==> config.mk <==
export PLATFORM = sky130hd
export DESIGN_NAME = regfile_wr_arbiter_flat
export DESIGN_NICKNAME = d
export VERILOG_FILES = /design/src/rtl/regfile_arb_pkg.sv /design/src/rtl/regfile_wr_arbiter_if.sv /design/src/rtl/regfile_wr_arbiter_pend_scoreboard.sv /design/src/rtl/regfile_wr_arbiter.sv /design/src/flat_wrapper.sv
export SDC_FILE = /design/constraint.sdc
export NUM_CORES = 1
export LEC_CHECK = 0
export ABC_AREA = 1
export BUFFER_PORTS_ARGS = -buffer_cell sky130_fd_sc_hd__buf_4
export CAP_MARGIN = 10
export CORE_ASPECT_RATIO = 0.7
export CORE_MARGIN = 1.5
export CORE_UTILIZATION = 49
export DETAILED_ROUTE_END_ITERATION = 7
export PLACE_DENSITY = 0.87
export SYNTH_ARGS = -nofsm -noshare
export SYNTH_HDL_FRONTEND = slang
export SYNTH_SLANG_ARGS = --single-unit
==> constraint.sdc <==
create_clock -name clk -period 4.7 [get_ports clk]
set_input_delay 0.705 -clock clk [delete_from_list [all_inputs] [get_ports clk]]
set_output_delay 0.705 -clock clk [all_outputs]
set_load 0.02 [all_outputs]
==> src/rtl/regfile_arb_pkg.sv <==
// Shared constants and types for the register-block write-port arbiter.
package regfile_arb_pkg;

    localparam int unsigned DATA_W = 32;
    localparam int unsigned ADDR_W = 5;
    localparam int unsigned NREGS  = 2 ** ADDR_W;

    typedef enum logic {
        REQ_ALU  = 1'b0,
        REQ_LOAD = 1'b1
    } req_id_e;

    typedef struct packed {
        logic [ADDR_W-1:0] addr;
        logic [DATA_W-1:0] data;
    } wr_req_t;

endpackage

==> src/rtl/regfile_wr_arbiter_if.sv <==
// Writeback request handshakes and register-block write port.
interface regfile_wr_arbiter_if;
    import regfile_arb_pkg::*;

    logic              req0_valid;
    logic [ADDR_W-1:0] req0_addr;
    logic [DATA_W-1:0] req0_data;
    logic              req0_ready;
    logic              req1_valid;
    logic [ADDR_W-1:0] req1_addr;
    logic [DATA_W-1:0] req1_data;
    logic              req1_ready;
    logic              wr_en;
    logic [ADDR_W-1:0] wr_addr;
    logic [DATA_W-1:0] wr_data;

    modport master (
        output req0_valid, req0_addr, req0_data,
        output req1_valid, req1_addr, req1_data,
        input  req0_ready, req1_ready,
        input  wr_en, wr_addr, wr_data
    );

    modport slave (
        input  req0_valid, req0_addr, req0_data,
        input  req1_valid, req1_addr, req1_data,
        output req0_ready, req1_ready,
        output wr_en, wr_addr, wr_data
    );

endinterface

==> src/rtl/regfile_wr_arbiter_pend_scoreboard.sv <==
// Pending-write bit vector: reservation sets, accepted writes clear, set wins on collision.
module pend_scoreboard #(
    parameter int unsigned ADDR_W = regfile_arb_pkg::ADDR_W
) (
    input  logic                   clk,
    input  logic                   rs,
    input  logic                   set_en,
    input  logic [ADDR_W-1:0]      set_addr,
    input  logic                   clr_en,
    input  logic [ADDR_W-1:0]      clr_addr,
    input  logic [ADDR_W-1:0]      look_addr0,
    input  logic [ADDR_W-1:0]      look_addr1,
    output logic                   look_hit0,
    output logic                   look_hit1,
    output logic [2**ADDR_W-1:0]   pend
);
    import regfile_arb_pkg::*;

    logic [2**ADDR_W-1:0] pend_q;
    logic [2**ADDR_W-1:0] pend_d;

    // Set applied after clear so a fresh reservation outlives the write it races.
    always_comb begin
        pend_d = pend_q;
        if (clr_en) pend_d[clr_addr] = 1'b0;
        if (set_en) pend_d[set_addr] = 1'b1;
        pend_d[0] = 1'b0;
    end

    always_ff @(posedge clk or negedge rs) begin
        if (!rs) pend_q <= '0;
        else     pend_q <= pend_d;
    end

    assign pend      = pend_q;
    assign look_hit0 = pend_q[look_addr0];
    assign look_hit1 = pend_q[look_addr1];

endmodule

==> src/rtl/regfile_wr_arbiter.sv <==
// Round-robin write-port arbiter (ALU / load) with RAW pending-write scoreboard.
// Optional write-data bypass enabled by REGFILE_ARB_BYPASS_EN.
module regfile_wr_arbiter #(
    parameter int unsigned DATA_W = regfile_arb_pkg::DATA_W,
    parameter int unsigned ADDR_W = regfile_arb_pkg::ADDR_W
) (
    input  logic                 clk,
    input  logic                 rs,
    regfile_wr_arbiter_if.slave  bus,
    input  logic                 rsv_valid,
    input  logic [ADDR_W-1:0]    rsv_addr,
    input  logic [ADDR_W-1:0]    rd_addr0,
    input  logic [ADDR_W-1:0]    rd_addr1,
    output logic                 rd_stall,
    output logic [2**ADDR_W-1:0] pend,
    output logic                 byp_hit0,
    output logic                 byp_hit1,
    output logic [DATA_W-1:0]    byp_data0,
    output logic [DATA_W-1:0]    byp_data1
);
    import regfile_arb_pkg::*;

    req_id_e           last_q;
    req_id_e           last_d;
    logic              wr_en_q,   wr_en_d;
    logic [ADDR_W-1:0] wr_addr_q, wr_addr_d;
    logic [DATA_W-1:0] wr_data_q, wr_data_d;
    logic              acc0_c, acc1_c, acc_c;
    wr_req_t           sel_c;
    logic              look0_c, look1_c;

    // Requester that lost the last grant wins a contention.
    assign bus.req0_ready = bus.req0_valid & (~bus.req1_valid | (last_q == REQ_LOAD));
    assign bus.req1_ready = bus.req1_valid & ~bus.req0_ready;
    assign acc0_c         = bus.req0_valid & bus.req0_ready;
    assign acc1_c         = bus.req1_valid & bus.req1_ready;
    assign acc_c          = acc0_c | acc1_c;

    always_comb begin
        sel_c.addr = bus.req0_addr;
        sel_c.data = bus.req0_data;
        last_d     = last_q;
        if (acc1_c) begin
            sel_c.addr = bus.req1_addr;
            sel_c.data = bus.req1_data;
            last_d     = REQ_LOAD;
        end else if (acc0_c) begin
            last_d     = REQ_ALU;
        end
        // r0 is hard-wired zero: accept the write but never drive the port.
        wr_en_d   = acc_c && (sel_c.addr != '0);
        wr_addr_d = wr_en_d ? sel_c.addr : '0;
        wr_data_d = wr_en_d ? sel_c.data : '0;
    end

    always_ff @(posedge clk or negedge rs) begin
        if (!rs) begin
            last_q    <= REQ_LOAD;
            wr_en_q   <= 1'b0;
            wr_addr_q <= '0;
            wr_data_q <= '0;
        end else begin
            last_q    <= last_d;
            wr_en_q   <= wr_en_d;
            wr_addr_q <= wr_addr_d;
            wr_data_q <= wr_data_d;
        end
    end

    assign bus.wr_en   = wr_en_q;
    assign bus.wr_addr = wr_addr_q;
    assign bus.wr_data = wr_data_q;

    pend_scoreboard #(.ADDR_W(ADDR_W)) u_pend_sb (
        .clk        (clk),
        .rs         (rs),
        .set_en     (rsv_valid),
        .set_addr   (rsv_addr),
        .clr_en     (acc_c),
        .clr_addr   (sel_c.addr),
        .look_addr0 (rd_addr0),
        .look_addr1 (rd_addr1),
        .look_hit0  (look0_c),
        .look_hit1  (look1_c),
        .pend       (pend)
    );

`ifdef REGFILE_ARB_BYPASS_EN
    // The write in flight to the register block can feed a same-cycle read.
    always_comb begin
        byp_hit0  = wr_en_q && (wr_addr_q == rd_addr0) && (rd_addr0 != '0);
        byp_hit1  = wr_en_q && (wr_addr_q == rd_addr1) && (rd_addr1 != '0);
        byp_data0 = byp_hit0 ? wr_data_q : '0;
        byp_data1 = byp_hit1 ? wr_data_q : '0;
    end
`else
    assign byp_hit0  = 1'b0;
    assign byp_hit1  = 1'b0;
    assign byp_data0 = '0;
    assign byp_data1 = '0;
`endif

    assign rd_stall = (look0_c & ~byp_hit0) | (look1_c & ~byp_hit1);

endmodule

==> src/flat_wrapper.sv <==
// flat-port wrapper written by rule: the top's interface ports become plain ports
module regfile_wr_arbiter_flat import regfile_arb_pkg::*;
#(
    parameter int unsigned DATA_W = regfile_arb_pkg::DATA_W,
    parameter int unsigned ADDR_W = regfile_arb_pkg::ADDR_W
)
  (clk, rs, rsv_valid, rsv_addr, rd_addr0, rd_addr1, rd_stall, pend, byp_hit0, byp_hit1, byp_data0, byp_data1, bus_req0_valid, bus_req0_addr, bus_req0_data, bus_req1_valid, bus_req1_addr, bus_req1_data, bus_req0_ready, bus_req1_ready, bus_wr_en, bus_wr_addr, bus_wr_data);
  regfile_wr_arbiter_if bus_i ();
  input  logic clk;
  input  logic rs;
  input  logic rsv_valid;
  input  logic [ADDR_W-1:0] rsv_addr;
  input  logic [ADDR_W-1:0] rd_addr0;
  input  logic [ADDR_W-1:0] rd_addr1;
  output logic rd_stall;
  output logic [2**ADDR_W-1:0] pend;
  output logic byp_hit0;
  output logic byp_hit1;
  output logic [DATA_W-1:0] byp_data0;
  output logic [DATA_W-1:0] byp_data1;
  input wire logic [$bits(bus_i.req0_valid)-1:0] bus_req0_valid;
  input wire logic [$bits(bus_i.req0_addr)-1:0] bus_req0_addr;
  input wire logic [$bits(bus_i.req0_data)-1:0] bus_req0_data;
  input wire logic [$bits(bus_i.req1_valid)-1:0] bus_req1_valid;
  input wire logic [$bits(bus_i.req1_addr)-1:0] bus_req1_addr;
  input wire logic [$bits(bus_i.req1_data)-1:0] bus_req1_data;
  output wire logic [$bits(bus_i.req0_ready)-1:0] bus_req0_ready;
  output wire logic [$bits(bus_i.req1_ready)-1:0] bus_req1_ready;
  output wire logic [$bits(bus_i.wr_en)-1:0] bus_wr_en;
  output wire logic [$bits(bus_i.wr_addr)-1:0] bus_wr_addr;
  output wire logic [$bits(bus_i.wr_data)-1:0] bus_wr_data;
  assign bus_i.req0_valid = bus_req0_valid;
  assign bus_i.req0_addr = bus_req0_addr;
  assign bus_i.req0_data = bus_req0_data;
  assign bus_i.req1_valid = bus_req1_valid;
  assign bus_i.req1_addr = bus_req1_addr;
  assign bus_i.req1_data = bus_req1_data;
  assign bus_req0_ready = bus_i.req0_ready;
  assign bus_req1_ready = bus_i.req1_ready;
  assign bus_wr_en = bus_i.wr_en;
  assign bus_wr_addr = bus_i.wr_addr;
  assign bus_wr_data = bus_i.wr_data;
  regfile_wr_arbiter #(.DATA_W(DATA_W), .ADDR_W(ADDR_W)) u_core (.clk(clk), .rs(rs), .bus(bus_i), .rsv_valid(rsv_valid), .rsv_addr(rsv_addr), .rd_addr0(rd_addr0), .rd_addr1(rd_addr1), .rd_stall(rd_stall), .pend(pend), .byp_hit0(byp_hit0), .byp_hit1(byp_hit1), .byp_data0(byp_data0), .byp_data1(byp_data1));
endmodule
; Word-level counts from Yosys, hierarchy flattened
; Cells that the tools add are included.
[word_totals]
ff_bits = 70
in_bits = 94
output_inout_bits = 139
[op_classes]
n_lt_le_gt_ge = 6
muxes = 15
bitwise = 12
n_reduce_logical = 5
[op_table]
columns = op, count
row1 = two-way mux 32 bit, 3
row2 = two-way mux 37 bit, 1
row3 = AND 32 bit, 1
row4 = NOT 32 bit, 1
row5 = OR 32 bit, 1
row6 = "less-than comparator 5 x 6 -> 1 bit, second input constant", 4
row7 = binary-select mux 1 bit (select 5 bit), 2
row8 = demux 1 bit (select 5 bit), 2
row9 = "greater-or-equal comparator 5 x 1 -> 1 bit, second input constant", 2
row10 = two-way mux 1 bit, 6
row11 = two-way mux 5 bit, 1
row12 = nonzero test 5 bit, 1
row13 = AND 1 bit, 4
row14 = logical AND 1 bit, 3
row15 = OR 1 bit, 3
row16 = NOT 1 bit, 2
row17 = nonzero test 2 bit, 1

; Logic depth before layout (Yosys ltp)
; Gate-level depths: netlist (run 1).
[depth]
word_depth = 16
mapped_depth = 11
mapped_depth_nobuf = 10

; Modules after synthesis
; A second synthesis (run 1) with hierarchy kept.
[unflattened]
cells_unflattened = 504
hier_area_um2 = 4139.0
[modules_own_cells]
columns = module, n_inst, cells_each, area_each_um2, seq_area_each_um2
row1 = regfile_wr_arbiter, 1, 219, 2178.3, 977.2
row2 = pend_scoreboard, 1, 285, 1960.6, 775.7

; Worst setup path after synthesis (run 1)
; Ideal clock, no wire load.
[synth_timing]
path_kind = input -> output
from = input rd_addr1[0]
to = output rd_stall
t_arrival_ns = 1.825
t_required_ns = 3.995
slack_ns = 2.170
cell_stages = 11
path_cell_list = clkbuf_1 -> inv_1 -> clkbuf_1 -> nand2_1 -> nand3_1 -> nand3_1 -> nand2_1 -> nand2_1 -> nand3_1 -> nand2_1 -> nand2_1
[synth_via]
elab_chain_cells = 3
[synth_rtl]
columns = item, line_no
row1 = "start, declared", flat_wrapper.sv:14  ; input logic [ADDR_W-1:0] rd_addr1;
row2 = binary-select mux 1 bit (select 5 bit), regfile_wr_arbiter_pend_scoreboard.sv:37  ; assign look_hit1 = pend_q[look_addr1];
row3 = two-way mux 1 bit (not written as such), regfile_wr_arbiter_pend_scoreboard.sv:37
row4 = OR 1 bit, regfile_wr_arbiter.sv:103  ; assign rd_stall = (look0_c & ~byp_hit0) | (look1_c & ~byp_hit1);
row5 = "end, declared", flat_wrapper.sv:15  ; output logic rd_stall;
; No other way between the ends. The select of a mux whose other input is x is not followed.

; Worst setup path after layout (run 1)
[layout_timing]
from = input rd_addr0[0]
to = output rd_stall
[layout_via]
elab_chain_cells = 3
[layout_rtl]
columns = item, line_no
row1 = "start, declared", flat_wrapper.sv:13  ; input logic [ADDR_W-1:0] rd_addr0;
row2 = binary-select mux 1 bit (select 5 bit), regfile_wr_arbiter_pend_scoreboard.sv:36  ; assign look_hit0 = pend_q[look_addr0];
row3 = two-way mux 1 bit (not written as such), regfile_wr_arbiter_pend_scoreboard.sv:36
row4 = OR 1 bit, regfile_wr_arbiter.sv:103
; No other way between the ends. The select of a mux whose other input is x is not followed.

==> results of run 1 <==
==> placed cells by master (no fill, tap or decap), drive strengths merged <==
cell	Yosys	layout
o21a	1	1
o211ai	2	2
nor2	54	54
conb	1	67
nand2	218	218
nand3	52	52
a21oi	1	1
dfstp	1	1
clkbuf	8	16
dfrtp	69	69
buf	74	166
inv	51	51
nor3	9	9
mux2i	32	32
o21ai	6	6
==> sequential cells by signal (all words and copies together), names as in the netlist <==
signal                 cells
u_core.bus.wr_data        32
u_core.u_pend_sb.pend     31
u_core.bus.wr_addr         5
u_core.bus.wr_en           1
u_core.last_q              1
==> routing by layer <==
| metal | global-route usage | share of wire | vias up |
|---|---|---|---|
| li1 | - | - | 1982 |
| met1 | 0.3497 | 0.42 | 1940 |
| met2 | 0.4581 | 0.48 | 208 |
| met3 | 0.06045 | 0.083 | 18 |
| met4 | 0.08375 | 0.013 | 0 |
| met5 | 0 | 0 | - |
==> layout make-up <==
cell class	instances	area share
Sequential cell	70	0.3124
Timing Repair Buffer	166	0.2221
Inverter	51	0.03412
Clock buffer	16	0.05018
Tap cell	120	0.02676
Multi-Input combinational cell	442	0.3544
==> power breakdown <==
part / switching, mW / internal [mW]
Combinational: 0.479 / 0.306
Sequential: 0.122 / 0.719
Clock: 0.232 / 0.401
==> stage by stage <==
step                        util  hold WS [ps]  total power, mW  instance area (um^2)  worst slack (ps)
after CTS                 0.6617         528.0            2.259                  5610              2003
after global routing      0.6617         543.3            2.382                  5610              1828
after global placement    0.6285         509.0            1.600                  5329              2001
after floorplan                -         409.4            1.305                  4526              2170
after detailed placement  0.6285         515.0            1.625                  5329              1939
final                     0.6617         505.8            2.259                  5610              1964
==> worst max path at each step <==
stage                                          endpoint  cells past startpoint
floorplan                                      rd_stall                     11
global placement    u_core.u_pend_sb.pend[24]$_DFF_PN0_                     10
detailed placement  u_core.u_pend_sb.pend[12]$_DFF_PN0_                     10
CTS                                            rd_stall                     10
global route                                   rd_stall                     11
finish                                         rd_stall                     10
==> cell usage after synthesis <==
library cell  count  area share
nand2_4           1      0.0026
nor2_4            1      0.0026
o21a_1            1      0.0018
clkbuf_1          8      0.0070
nor3_1            9       0.011
nand2_1         216        0.19
o21ai_2           1      0.0020
buf_6             4       0.011
nand2_2           1      0.0015
a21oi_4           1      0.0038
o21ai_0           5      0.0058
dfrtp_1          69        0.40
buf_2             3      0.0035
inv_1            51       0.045
conb_1            1     0.00088
o211ai_1          2      0.0035
nand3_1          52       0.061
nor2_1           53       0.047
mux2i_1          32       0.075
buf_4            67        0.12
dfstp_2           1      0.0061
==> critical path: stages <==
cell	delay, ps
buf_4	180
inv_1	380
nand2_1	120
nand3_1	120
nand3_1	80
nand3_1	110
nand3_1	80
nand2_1	60
nand2_1	50
buf_4	150
==> logic make-up (layout without fill, tap and decap cells) <==
family,Yosys count,after routing,share of synthesized area
and+or+nand+nor,333,333,0.3141
other,1,67,0.0008766
muxes,32,32,0.07488
buffers and inverters,133,233,0.1834
DFF,70,70,0.4098
AOI/OAI and AO/OA,10,10,0.01696
==> impl_metrics.json, run 1 <==
{
  "clock_latency_ps": 330,
  "seq_area_um2": 1753,
  "viasPerCell": 4.795,
  "core_region_area_um2": 8478,
  "max-slew-margin-rel": 0.2798,
  "slew_viol_final": 0,
  "ir_drop_mv": 0.2443,
  "antenna_found_initial": 0,
  "routed_wl_um": 12400,
  "ys_seq_elements": 70,
  "place_congestion": 0.9439,
  "synth_warnings": 0,
  "syn_area_per_cell_um2": 7.388,
  "cts_tree": "yes",
  "start_kind": "input port",
  "die_x_um": 114.7,
  "cts_buffers": 9,
  "syn_to_final_growth_pct": 31.15,
  "startpoint": "rd_addr0[0]",
  "finalNonFillerCells": 865,
  "drc_errors": 0,
  "grt.overflow.total": 0,
  "drt_iter0_markers": 279,
  "vias": 4148,
  "finalHoldViolCount": 0,
  "start_util": 0.5046,
  "cts_max_level": 3,
  "drive_gt1_frac": 0.2470,
  "grt_pass1_vias": 3879,
  "cellPowerDensity_nw_per_um2": 402.7,
  "port_buffers": 165,
  "grt_max_degree": 71,
  "cp_max_fo": 18,
  "clk_pin_slew_ps": 50,
  "critPathKind": "input port to output pin",
  "r2r-end": "u_core.u_pend_sb.pend[12]$_DFF_PN0_",
  "grt_usage": 0.2709,
  "die_y_um": 81.18,
  "hold_buffers": 0,
  "die_area_um2": 9309,
  "skew_ps": 5.567,
  "regToRegSetupSlack_ps": 2360,
  "setup_tns_ps": 0,
  "setup_viol": 0,
  "tightest_slew_ps": 1072,
  "nFillCells": 751,
  "cts_buffer_depth": 2,
  "ff2ff_path_depth": 8,
  "post-cts-setup-buffer-count": 0,
  "cts-root-buf": "clkbuf_16",
  "wire_per_inst_um": 14.33,
  "dp_hpwl_um": 9654,
  "cp-end-kind": "output pin",
  "rsz0062_at_grt": "false",
  "outcome": "finished, final reports clean",
  "cp.required_ps": 3990,
  "fin_crit_ps": 2736,
  "power_leakage_nw": 3.168,
  "multi_input_area_um2": 1988,
  "dp_cells": 849,
  "synthCells": 579,
  "cts_resized": 0,
  "cts_sinks": 70,
  "maxCapViolations": 0,
  "antenna_left": 0,
  "worstPathArrival_ps": 2030,
  "drtPass1Iterations": 7,
  "io_pins": 233,
  "grt_pass1_wl_um": 19380,
  "netlist_area_um2": 4278,
  "r2r-start": "u_core.last_q$_DFFE_PN1P_",
  "fp-row-count": 28,
  "hold_path_class": "input port to asynchronous set/reset pin",
  "antenna_cells": 0,
  "fin_crit_sh": 0.5822,
  "fmax_ghz": 0.3654,
  "final_nets": 834,
  "seq_area_frac_synth": 0.4098,
  "synth_cell_type_count": 21
}
No activity file was read; power rests on OpenSTA's default activity.
==> run 2, diff against run 1 <==
--- a/config.mk
+++ b/config.mk
@@ -10,9 +10,9 @@
 export CAP_MARGIN = 10
 export CORE_ASPECT_RATIO = 0.7
 export CORE_MARGIN = 1.5
-export CORE_UTILIZATION = 49
+export CORE_UTILIZATION = 45
 export DETAILED_ROUTE_END_ITERATION = 7
-export PLACE_DENSITY = 0.87
+export PLACE_DENSITY = 0.81
 export SYNTH_ARGS = -nofsm -noshare
 export SYNTH_HDL_FRONTEND = slang
 export SYNTH_SLANG_ARGS = --single-unit
==> constraint.sdc (replaced) <==
create_clock -name clk -period 2.6 [get_ports clk]
set_input_delay 0.39 -clock clk [delete_from_list [all_inputs] [get_ports clk]]
set_output_delay 0.39 -clock clk [all_outputs]
set_load 0.02 [all_outputs]
==> run 2 against run 1 <==
Sequential power grew 81%. Non-clock buffer count rose by 3. Combinational power increased by 81%. Cell count up 0.81%. Clock skew shrank 1.5 ps. Critical path depth shrank 7. Count of clock-buffer cells in the layout decreased by 3. Hold slack worse by 360 ps. First-iteration DRC count up 0.72%. Register-to-register slack got worse by 1800 ps. Critical path type is now flip-flop to output pin. Critical endpoint is now bus_req1_ready.
==> impl_metrics.json, run 2 (same netlist as run 1, synthesis figures left out) <==
{
  "post-cts-setup-buffer-count": 0,
  "port_buffers": 165,
  "grt_pass1_vias": 3910,
  "finalPower_mw": 4.291,
  "drive_gt1_frac": 0.2540,
  "routed_wl_um": 12140,
  "finish.utilization": 0.6225,
  "multi_input_area_um2": 1988,
  "cts-root-buf": "clkbuf_16",
  "cts_resized": 0,
  "wl_met1_um": 5194,
  "setup_viol": 0,
  "grt_pass1_wl_um": 19630,
  "die_y_um": 84.58,
  "p_switching_mw": 1.518,
  "grt_usage": 0.2496,
  "rsz0062_at_grt": "false",
  "cp_max_fo": 33,
  "p_clk_frac": 0.315,
  "maxCapViolations": 0,
  "final_nets": 837,
  "grt_max_degree": 71,
  "cp.required_ps": 2210,
  "fp-row-count": 29,
  "nFillCells": 823,
  "max-slew-margin-rel": 0.4247,
  "skew_ps": 4.026,
  "cts_buffers": 9,
  "critPathKind": "flip-flop to output pin",
  "fmax_ghz": 0.4456,
  "sw_frac_of_total": 0.3538,
  "outcome": "finished, final reports clean",
  "die_x_um": 119.5,
  "die_area_um2": 10110,
  "drc_errors": 0,
  "io_pins": 233,
  "start_kind": "flip-flop",
  "largest_reg_flops": 32,
  "syn_to_final_growth_pct": 33.05,
  "intPower_mw": 2.773,
  "cts_buffer_depth": 2,
  "clock_latency_ps": 340,
  "worstPathArrival_ps": 1850,
  "p_comb_frac": 0.331,
  "place_congestion": 0.9242,
  "dr_wl_met3_um": 1047,
  "core_region_area_um2": 9144,
  "antenna_cells": 0,
  "sequentialPowerShare": 0.355,
  "cellPowerDensity_nw_per_um2": 753.9,
  "fin_crit_sh": 0.8632,
  "antenna_left": 0,
  "final_common_cell": "nand2_1",
  "fin_crit_ps": 2244,
  "stdcell_area_um2": 5692,
  "topRoutingLayerUsed": "met4",
  "drtPass1Iterations": 6,
  "clk_pin_slew_ps": 50,
  "ir_drop_mv": 0.4293,
  "timing.hold.ws_ps": 150.1,
  "grt.overflow.total": 0,
  "placed_area_um2": 5356,
  "power_leakage_nw": 3.213,
  "wire_per_inst_um": 13.92,
  "hold_path_class": "input port to asynchronous set/reset pin",
  "antenna_found_initial": 0,
  "wl_met2_um": 5589,
  "drt_iter0_markers": 281,
  "hold_buffers": 0,
  "slew_viol_final": 0,
  "setup_tns_ps": 0,
  "final_cell_mix": "nand2_1 (216), buf_4 (169), dfrtp_1 (69)",
  "vias": 4103,
  "cts_max_level": 3,
  "seq_area_um2": 1753,
  "tightest_slew_ps": 863.0,
  "start_util": 0.4678,
  "finalHoldViolCount": 0,
  "viasPerCell": 4.705,
  "cts_tree": "yes",
  "cp-end-kind": "output pin",
  "dp_hpwl_um": 9581,
  "cts_sinks": 70
}
run 2: changes by cell type in the layout (fill, tap and decap cells not counted), sizes merged:
cell,previous run,this run
bufinv,0,2
clkbuf,16,13
buf,166,169
clkinv,0,1
run 2: worst max-delay path, stage by stage, from the launching register on:
cell     delay (ps)
dfstp_2         380
a21oi_4         340
buf_4           530
buf_4           240
run 2: area by class of cell:
class,count,share of cell area
inverter,51,0.03363
sequential,70,0.3080
multi-input combinational,442,0.3493
tap,124,0.02726
clock buffer,13,0.04748
timing repair buffer,169,0.2229
clock inverter,3,0.01143
run 2: path summary, 6_finish.rpt:
check / cells past startpoint / from / end / slack [ps]
max in group asynchronous: 1 / rs / u_core.bus.wr_data[4]$_DFF_PN0_ / 1870
max reg2reg: 7 / u_core.last_q$_DFFE_PN1P_ / u_core.u_pend_sb.pend[2]$_DFF_PN0_ / 570
max: 3 / u_core.last_q$_DFFE_PN1P_ / bus_req1_ready / 360
min: 1 / rs / u_core.bus.wr_data[23]$_DFF_PN0_ / 150
min reg2reg: 2 / u_core.u_pend_sb.pend[5]$_DFF_PN0_ / u_core.u_pend_sb.pend[5]$_DFF_PN0_ / 520
min in group clk: 2 / bus_req1_valid / u_core.last_q$_DFFE_PN1P_ / 280
run 2: per-stage QoR:
stage,std cells,worst slack (ps)
2_1_floorplan,645,699.5
3_3_place_gp,856,554.1
5_1_grt,872,291.0
3_5_place_dp,856,525.3
6_report,872,355.6
4_1_cts,872,350.7
run 2: power by group through the flow:
| stage | Sequential [mW] | Clock (mW) | Combinational, mW |
|---|---|---|---|
| 2_1_floorplan | 1.72 | 0 | 0.639 |
| 3_3_place_gp | 1.54 | 0 | 1.39 |
| 3_5_place_dp | 1.54 | 0 | 1.41 |
| 4_1_cts | 1.52 | 1.37 | 1.42 |
| 5_1_grt | 1.55 | 1.42 | 1.55 |
| 6_report | 1.52 | 1.35 | 1.42 |
run 2: layer usage:
layer / track usage / up-vias
met3: 0.05027 / 30
met5: 0 / -
li1: - / 1985
met2: 0.3908 / 224
met4: 0.1028 / 0
met1: 0.3407 / 1864
